[config.mk]
export PLATFORM = sky130hd
export DESIGN_NAME = conv_result_drain
export DESIGN_NICKNAME = d
export VERILOG_FILES = /design/src/rtl/conv_pkg.sv /design/src/rtl/conv_drain_fifo.sv /design/src/rtl/conv_result_drain.sv
export SDC_FILE = /design/constraint.sdc
export NUM_CORES = 1
export LEC_CHECK = 0
export CORE_AREA = 4 4 98 123
export CTS_CLUSTER_DIAMETER = 100
export CTS_CLUSTER_SIZE = 25
export DETAILED_ROUTE_END_ITERATION = 12
export DIE_AREA = 0 0 102 127
export SYNTH_ARGS = -nofsm -noshare
export SYNTH_HDL_FRONTEND = slang
export SYNTH_SLANG_ARGS = --single-unit
[constraint.sdc]
create_clock -name clk -period 3.7 [get_ports clk]
set_input_delay 1.11 -clock clk [delete_from_list [all_inputs] [get_ports clk]]
set_output_delay 1.11 -clock clk [all_outputs]
set_load 0.02 [all_outputs]
[src/rtl/conv_pkg.sv]
// Constants and types shared by the 2x2 convolution kernel and its result drain.
// The address layout matches the kernel's 8x8-addressed output buffer.
package conv_pkg;

  localparam int CONV_DATA_W = 32;
  localparam int CONV_ROW_W  = 3;
  localparam int CONV_COL_W  = 3;

  typedef struct packed {
    logic [CONV_ROW_W-1:0] row;
    logic [CONV_COL_W-1:0] col;
  } conv_addr_t;

  typedef enum logic [1:0] {
    ST_IDLE  = 2'd0,
    ST_READ  = 2'd1,
    ST_DRAIN = 2'd2
  } drain_state_e;

endpackage

[src/rtl/conv_drain_fifo.sv]
// Small circular-buffer FIFO with an occupancy counter, used to absorb the
// buffer read latency and output back-pressure in the result drain.
module conv_drain_fifo #(
  parameter int W = 33,
  parameter int DEPTH = 2,
  localparam int OCC_W = $clog2(DEPTH + 1)
) (
  input  logic             clk,
  input  logic             rst_n,
  input  logic             wr_en,
  input  logic [W-1:0]     wr_data,
  input  logic             rd_en,
  output logic [W-1:0]     rd_data,
  output logic [OCC_W-1:0] count
);

  localparam int PTR_W = (DEPTH > 1) ? $clog2(DEPTH) : 1;

  logic [W-1:0]     mem_r [DEPTH];
  logic [PTR_W-1:0] wr_ptr_r;
  logic [PTR_W-1:0] rd_ptr_r;
  logic [OCC_W-1:0] count_r;

  function automatic logic [PTR_W-1:0] next_ptr(input logic [PTR_W-1:0] p);
    return (p == PTR_W'(DEPTH - 1)) ? PTR_W'(0) : p + PTR_W'(1);
  endfunction

  // Storage, pointer and occupancy update; simultaneous write and read keep the count
  always_ff @(posedge clk or negedge rst_n) begin
    if (!rst_n) begin
      for (int i = 0; i < DEPTH; i++) begin
        mem_r[i] <= W'(0);
      end
      wr_ptr_r <= PTR_W'(0);
      rd_ptr_r <= PTR_W'(0);
      count_r  <= OCC_W'(0);
    end else begin
      if (wr_en) begin
        mem_r[wr_ptr_r] <= wr_data;
        wr_ptr_r        <= next_ptr(wr_ptr_r);
      end
      if (rd_en) begin
        rd_ptr_r <= next_ptr(rd_ptr_r);
      end
      case ({wr_en, rd_en})
        2'b10:   count_r <= count_r + OCC_W'(1);
        2'b01:   count_r <= count_r - OCC_W'(1);
        default: count_r <= count_r;
      endcase
    end
  end

  assign rd_data = mem_r[rd_ptr_r];
  assign count   = count_r;

endmodule

[src/rtl/conv_result_drain.sv]
// Reads the convolution result region back from the output buffer and streams
// it out row-major as a valid/ready word stream, tagging the final element.
module conv_result_drain
  import conv_pkg::*;
#(
  parameter int DATA_W     = CONV_DATA_W,
  parameter int ROW_W      = CONV_ROW_W,
  parameter int COL_W      = CONV_COL_W,
  parameter int ROWS       = 7,
  parameter int COLS       = 7,
  parameter int FIFO_DEPTH = 2
) (
  input  logic                   clk,
  input  logic                   rst_n,
  input  logic                   tstart,
  output logic                   busy,
  output logic                   done,
  output logic [ROW_W+COL_W-1:0] mem_addr,
  output logic                   mem_rd_en,
  input  logic [DATA_W-1:0]      mem_rd_data,
  output logic                   out_valid,
  input  logic                   out_ready,
  output logic [DATA_W-1:0]      out_data,
  output logic                   out_last
);

  localparam int OCC_W = $clog2(FIFO_DEPTH + 1);
  localparam int SUM_W = OCC_W + 1;

  drain_state_e     state_r;
  logic [ROW_W-1:0] row_r;
  logic [COL_W-1:0] col_r;
  logic             busy_r;
  logic             done_r;
  logic             inflight_r;
  logic             inflight_last_r;

  logic [OCC_W-1:0] fifo_count_s;
  logic [DATA_W:0]  fifo_rd_data_s;
  logic             pop_s;
  logic [SUM_W-1:0] credit_sum_s;
  logic             issue_s;
  logic             at_last_col_s;
  logic             issue_last_s;

  // Credit check: FIFO entries plus the returning read, less this cycle's pop, must leave room
  always_comb begin
    pop_s         = out_valid & out_ready;
    credit_sum_s  = {1'b0, fifo_count_s} + SUM_W'(inflight_r) - SUM_W'(pop_s);
    issue_s       = (state_r == ST_READ) && (credit_sum_s < SUM_W'(FIFO_DEPTH));
    at_last_col_s = (col_r == COL_W'(COLS - 1));
    issue_last_s  = issue_s && at_last_col_s && (row_r == ROW_W'(ROWS - 1));
  end

  // Control FSM, address counters and the read-return pipeline stage
  always_ff @(posedge clk or negedge rst_n) begin
    if (!rst_n) begin
      state_r         <= ST_IDLE;
      row_r           <= ROW_W'(0);
      col_r           <= COL_W'(0);
      busy_r          <= 1'b0;
      done_r          <= 1'b0;
      inflight_r      <= 1'b0;
      inflight_last_r <= 1'b0;
    end else begin
      done_r          <= 1'b0;
      inflight_r      <= issue_s;
      inflight_last_r <= issue_last_s;
      case (state_r)
        ST_IDLE: begin
          if (tstart) begin
            state_r <= ST_READ;
            row_r   <= ROW_W'(0);
            col_r   <= COL_W'(0);
            busy_r  <= 1'b1;
          end
        end
        ST_READ: begin
          if (issue_s) begin
            if (at_last_col_s) begin
              col_r <= COL_W'(0);
              row_r <= row_r + ROW_W'(1);
            end else begin
              col_r <= col_r + COL_W'(1);
            end
            if (issue_last_s) begin
              state_r <= ST_DRAIN;
            end
          end
        end
        ST_DRAIN: begin
          if (pop_s && out_last) begin
            state_r <= ST_IDLE;
            busy_r  <= 1'b0;
            done_r  <= 1'b1;
          end
        end
        default: begin
          state_r <= ST_IDLE;
          busy_r  <= 1'b0;
        end
      endcase
    end
  end

  conv_drain_fifo #(
    .W     (DATA_W + 1),
    .DEPTH (FIFO_DEPTH)
  ) u_fifo (
    .clk     (clk),
    .rst_n   (rst_n),
    .wr_en   (inflight_r),
    .wr_data ({inflight_last_r, mem_rd_data}),
    .rd_en   (pop_s),
    .rd_data (fifo_rd_data_s),
    .count   (fifo_count_s)
  );

  assign busy      = busy_r;
  assign done      = done_r;
  assign mem_rd_en = issue_s;
  assign mem_addr  = {row_r, col_r};
  assign out_valid = (fifo_count_s != OCC_W'(0));
  assign out_data  = fifo_rd_data_s[DATA_W-1:0];
  assign out_last  = fifo_rd_data_s[DATA_W];

endmodule

### After elaboration in Yosys (flattened, before gate mapping)

Cells that the tools add are included.
W data, S select, Z words.

| word-level totals | value |
|---|---|
| flip-flop bits (word level) | 82 |
| logic and storage cells | 78 |
| input port bits | 36 |
| output and inout bits | 43 |

| operators by class | value |
|---|---|
| $add $sub $neg | 8 |
| reductions and logical operators | 13 |
| bitwise operators | 4 |
| $lt $le $gt $ge | 4 |
| muxes and demuxes | 26 |
| equal/unequal tests | 11 |

Operators with widths:

| cell | count |
|---|---|
| $mux W33 | 4 |
| $bwmux W66 | 1 |
| $demux W33 S1 | 1 |
| $mux W3 | 5 |
| $pmux W3 S2 | 2 |
| $ne A2 B2 Y1 const B | 5 |
| $mux W2 | 4 |
| $reduce_and A4 Y1 | 2 |
| $add A3 B1 Y3 const B | 2 |
| $eq A3 B3 Y1 const B | 2 |
| $mux W1 | 6 |
| $pmux W2 S3 | 1 |
| $reduce_and A3 Y1 | 2 |
| $reduce_bool A2 Y1 | 3 |
| $logic_and A1 B1 Y1 | 5 |
| $eq A2 B1 Y1 const B | 2 |
| $eq A2 B2 Y1 const B | 2 |
| $ge A2 B2 Y1 const B | 2 |
| $not A1 Y2 | 2 |
| $pmux W2 S2 | 1 |
| $add A2 B1 Y3 | 1 |
| $lt A3 B2 Y1 const B | 1 |
| $pmux W1 S3 | 1 |
| $sub A3 B1 Y3 | 1 |
| 7 further kinds | 8 |

### Longest topological paths before layout

| depth | value |
|---|---|
| depth after elaboration | 10 |
| depth in mapped cells | 10 |
| depth with buffers taken out | 10 |

### Hierarchy

A second synthesis with hierarchy kept.

| unflattened totals | value |
|---|---|
| cell total of the unflattened synthesis | 254 |
| area, all modules | 3,842.4 µm² |

By module, submodules not included:

| module | cells an instance | times used | area an instance (µm²) | seq. area each (µm²) |
|---|---|---|---|---|
| conv_drain_fifo | 189 | 1 | 3,159.3 | 1,751.7 |
| conv_result_drain | 65 | 1 | 683.2 | 300.3 |

### Least setup slack after synthesis

Ideal clock, no wire load.

| timing | value |
|---|---|
| path type | input to output |
| from | in out_ready |
| to | out mem_rd_en |
| setup slack | 201 ps |
| cell stages on the path | 8 |
| required time | 2,590 ps |
| path buffers | 0 |
| arrival time | 2,389 ps |
| cells stage by stage | nand2b_1 -> nor2_1 -> o21ai_0 -> fa_1 -> xnor2_1 -> and2_4 -> nand2_4 -> inv_4 |

| between the ends | value |
|---|---|
| longest elaborated chain between the ends | 4 |

Ends and longest elaborated chain:

| what | line | RTL |
|---|---|---|
| start: declaration | conv_result_drain.sv:22 | `input logic out_ready,` |
| $and A1 B1 Y1 | conv_result_drain.sv:48 | `pop_s = out_valid & out_ready;` |
| $sub A3 B1 Y3 | conv_result_drain.sv:49 | `credit_sum_s = {1'b0, fifo_count_s} + SUM_W'(inflight_r) - SUM_W'(pop_s);` |
| $lt A3 B2 Y1 | conv_result_drain.sv:50 | `issue_s = (state_r == ST_READ) && (credit_sum_s < SUM_W'(FIFO_DEPTH));` |
| $logic_and A1 B1 Y1 | conv_result_drain.sv:50 |  |
| end: declaration | conv_result_drain.sv:19 | `output logic mem_rd_en,` |

No other way between the ends.

### Final worst setup path

Same ends and word-level chain as after synthesis.

==> results.json <==
{
  "syn2layout_area_growth_pct": 33.51,
  "ys_seq_area_share_pct": 55.24,
  "synth_flop_cell": "dfrtp_1",
  "clk_path_buf_depth": 2,
  "netlist_area_um2": 3715,
  "max-slew-margin-rel_pct": 29.03,
  "crit_buf_inv": 4,
  "dr.first_iter.drc_count": 26,
  "outcome": "completed",
  "drt_wl_total_mm": 7.728,
  "dieArea_um2": 12950,
  "slowest_delay_ps": 370,
  "start_util_pct": 33.85,
  "endpoint_kind": "output port",
  "antenna_found_initial": 0,
  "most-common-layout-cells": "mux2_2, dfrtp_1, clkdlybuf4s50_1",
  "setup_viol": 0,
  "syn_avg_cell_area_um2": 14.45,
  "yosysTopAreaCell": "dfrtp_1",
  "syn_inst": 257,
  "die_w_um": 102,
  "path_clk_slew_ps": 50,
  "fin_crit_ps": 3564,
  "power.leakage_nw": 2.091,
  "cts.sinks": 82,
  "grt_pass1_vias": 2603,
  "cpMaxStageDelayCell": "fa_2",
  "syn-num-nets": 296,
  "startpoint": "out_ready",
  "synth_seq_cells": 82,
  "synthArstFlopShare_pct": 100.0,
  "dp_hpwl_mm": 5.105,
  "grt_pass1_wl_mm": 12.99,
  "placed_cell_area_um2": 4627,
  "finalHoldViolCount": 0,
  "io_buffers": 78,
  "fin_skew_ps": 4.049,
  "die_h_um": 127,
  "hold_path_startpoint": "u_fifo.mem_r[61]$_DFFE_PN0P_",
  "worstHoldPathType": "reg -> reg",
  "path_class": "in -> out",
  "grt_max_degree": 83,
  "worstSkewPairLatency_ps": 320,
  "wl_per_cell_um": 16.07,
  "worstPathArrival_ps": 2450,
  "cp-start-kind": "primary input",
  "path_cells": "buf_2, nand2b_1, nor2_2, buf_4, fa_2, xnor2_2, and2_4, nand2_4, inv_4, buf_6",
  "layout.cells.most_common": "mux2_2",
  "cts_hold_buf": 0,
  "cts_setup_buffers": 0,
  "numCtsBuffers": 9,
  "yosysWarnings": 0,
  "fin_total_pwr_mw": 5.072,
  "dr.pass1.iters": 4,
  "worst-path-max-fanout": 4,
  "required_ps": 2590,
  "fp-row-count": 43,
  "nets": 380,
  "r2r-start": "u_fifo.count[1]$_DFFE_PN0P_",
  "cts_tree": "yes",
  "powerDensity_nw_per_um2": 1023,
  "place_ws_ps": -869.8,
  "maxCapViolations": 0,
  "grt.total_usage_pct": 12.85,
  "finalCritPeriodShare_pct": 96.34,
  "synth.distinct_cells": 39,
  "grt_overflow_total": 0,
  "synth_top_cell_area_share_pct": 55.24,
  "cts_max_level": 3,
  "synth-edff-count": 0,
  "peakVddDrop_mv": 0.7102,
  "synthTopCellsByArea": "dfrtp_1, mux2_2, buf_6, buf_2, mux2_1",
  "io_pins": 79,
  "gp_congestion": 0.8316,
  "drive_gt1_share_pct": 39.31,
  "fp.coreArea_um2": 10980,
  "drc": 0,
  "maxSlewViolCount": 0,
  "clockRootBuffer": "clkbuf_16",
  "grt_setup_unrepaired": "false",
  "finalInstanceArea_um2": 4960,
  "diodes": 0,
  "r2r_setup_slack_ps": 1430,
  "ant_nets": 0,
  "vias": 2314,
  "tightest_slew_ps": 1062,
  "fmax_mhz": 280.6,
  "via_per_inst": 4.811,
  "fin_ws_ps": 135.6,
  "critPathTopFamily": "buffers and inverters"
}
## cell families (layout without fill, tap and decap cells)
family                     count (synthesis)  after routing  synth area share (%)
AOI/OAI and AO/OA                         19             19                 3.739
xor gates and xnor gates                   4              4                0.9433
adders and majority gates                  3              3                 1.212
buffers and inverters                     19            108                 3.435
DFF                                       82             82                 55.24
muxes                                    100            100                 30.52
and+or+nand+nor                           30             30                 4.917
## cell usage after synthesis, types with 2 or more instances
master,instances
mux2_2,95
dfrtp_1,82
buf_2,7
buf_6,6
inv_1,5
nor2_1,5
nor2b_1,5
a21oi_1,4
nand2_1,4
mux2_1,3
nand3_1,3
o21ai_0,3
xnor2_1,3
and3_1,2
ha_1,2
mux2_4,2
nand2b_1,2
o22ai_1,2
o32ai_1,2
## power by group
group / total [mW] / switching, mW / internal, mW
Combinational: 2.59 / 1.15 / 1.44
Sequential: 1.56 / 0.239 / 1.32
Clock: 0.924 / 0.327 / 0.597
## what timing repair did
action,in CTS,in global routing
pin swaps,5,4
endpoints found under the setup margin,1,1
resized for setup,14,2
## layer usage
metal | vias to the layer above | share of wire [%] | GRT usage (%)
li1 | 1083 | - | -
met1 | 1173 | 43 | 16.62
met2 | 50 | 50 | 20.67
met3 | 8 | 5.3 | 3.222
met4 | 0 | 1.5 | 4.865
met5 | - | 0 | 0
## per-stage QoR
step	TNS [ps]	std cells	util (%)	hold WS (ps)
2_1_floorplan	0	257	-	454.1
3_3_place_gp	-804.4	465	42.16	465.6
3_5_place_dp	-869.8	465	42.16	475.6
4_1_cts	0	481	45.22	489.2
5_1_grt	0	481	45.19	511.2
6_report	0	481	45.19	481.3
## path summary, 6_finish.rpt
path / to / cells after the start
worst max-delay path: mem_rd_en / 10
worst min-delay path: u_fifo.mem_r[61]$_DFFE_PN0P_ / 1
worst max register to register: row_r[2]$_DFFE_PN0P_ / 9
worst min register to register: u_fifo.mem_r[61]$_DFFE_PN0P_ / 1
max in group asynchronous: u_fifo.mem_r[20]$_DFFE_PN0P_ / 1
min in group asynchronous: u_fifo.mem_r[50]$_DFFE_PN0P_ / 1
## sequential cells by signal, indices dropped and copies added (netlist names)
register         cells
col_r                3
busy                 1
u_fifo.count         2
u_fifo.wr_ptr_r      1
u_fifo.mem_r        66
inflight_r           1
u_fifo.rd_ptr_r      1
inflight_last_r      1
done                 1
row_r                3
state_r              2
## area by class of cell
class	instances	area [um^2]
Tap cell	135	168.9
Inverter	6	25.02
Sequential cell	82	2052
Fill cell	1029	6016
Timing Repair Buffer	86	834.6
Multi-Input combinational cell	156	1562
Clock buffer	15	287.8
Clock inverter	1	30.03
No activity file was read; power rests on OpenSTA's default activity.
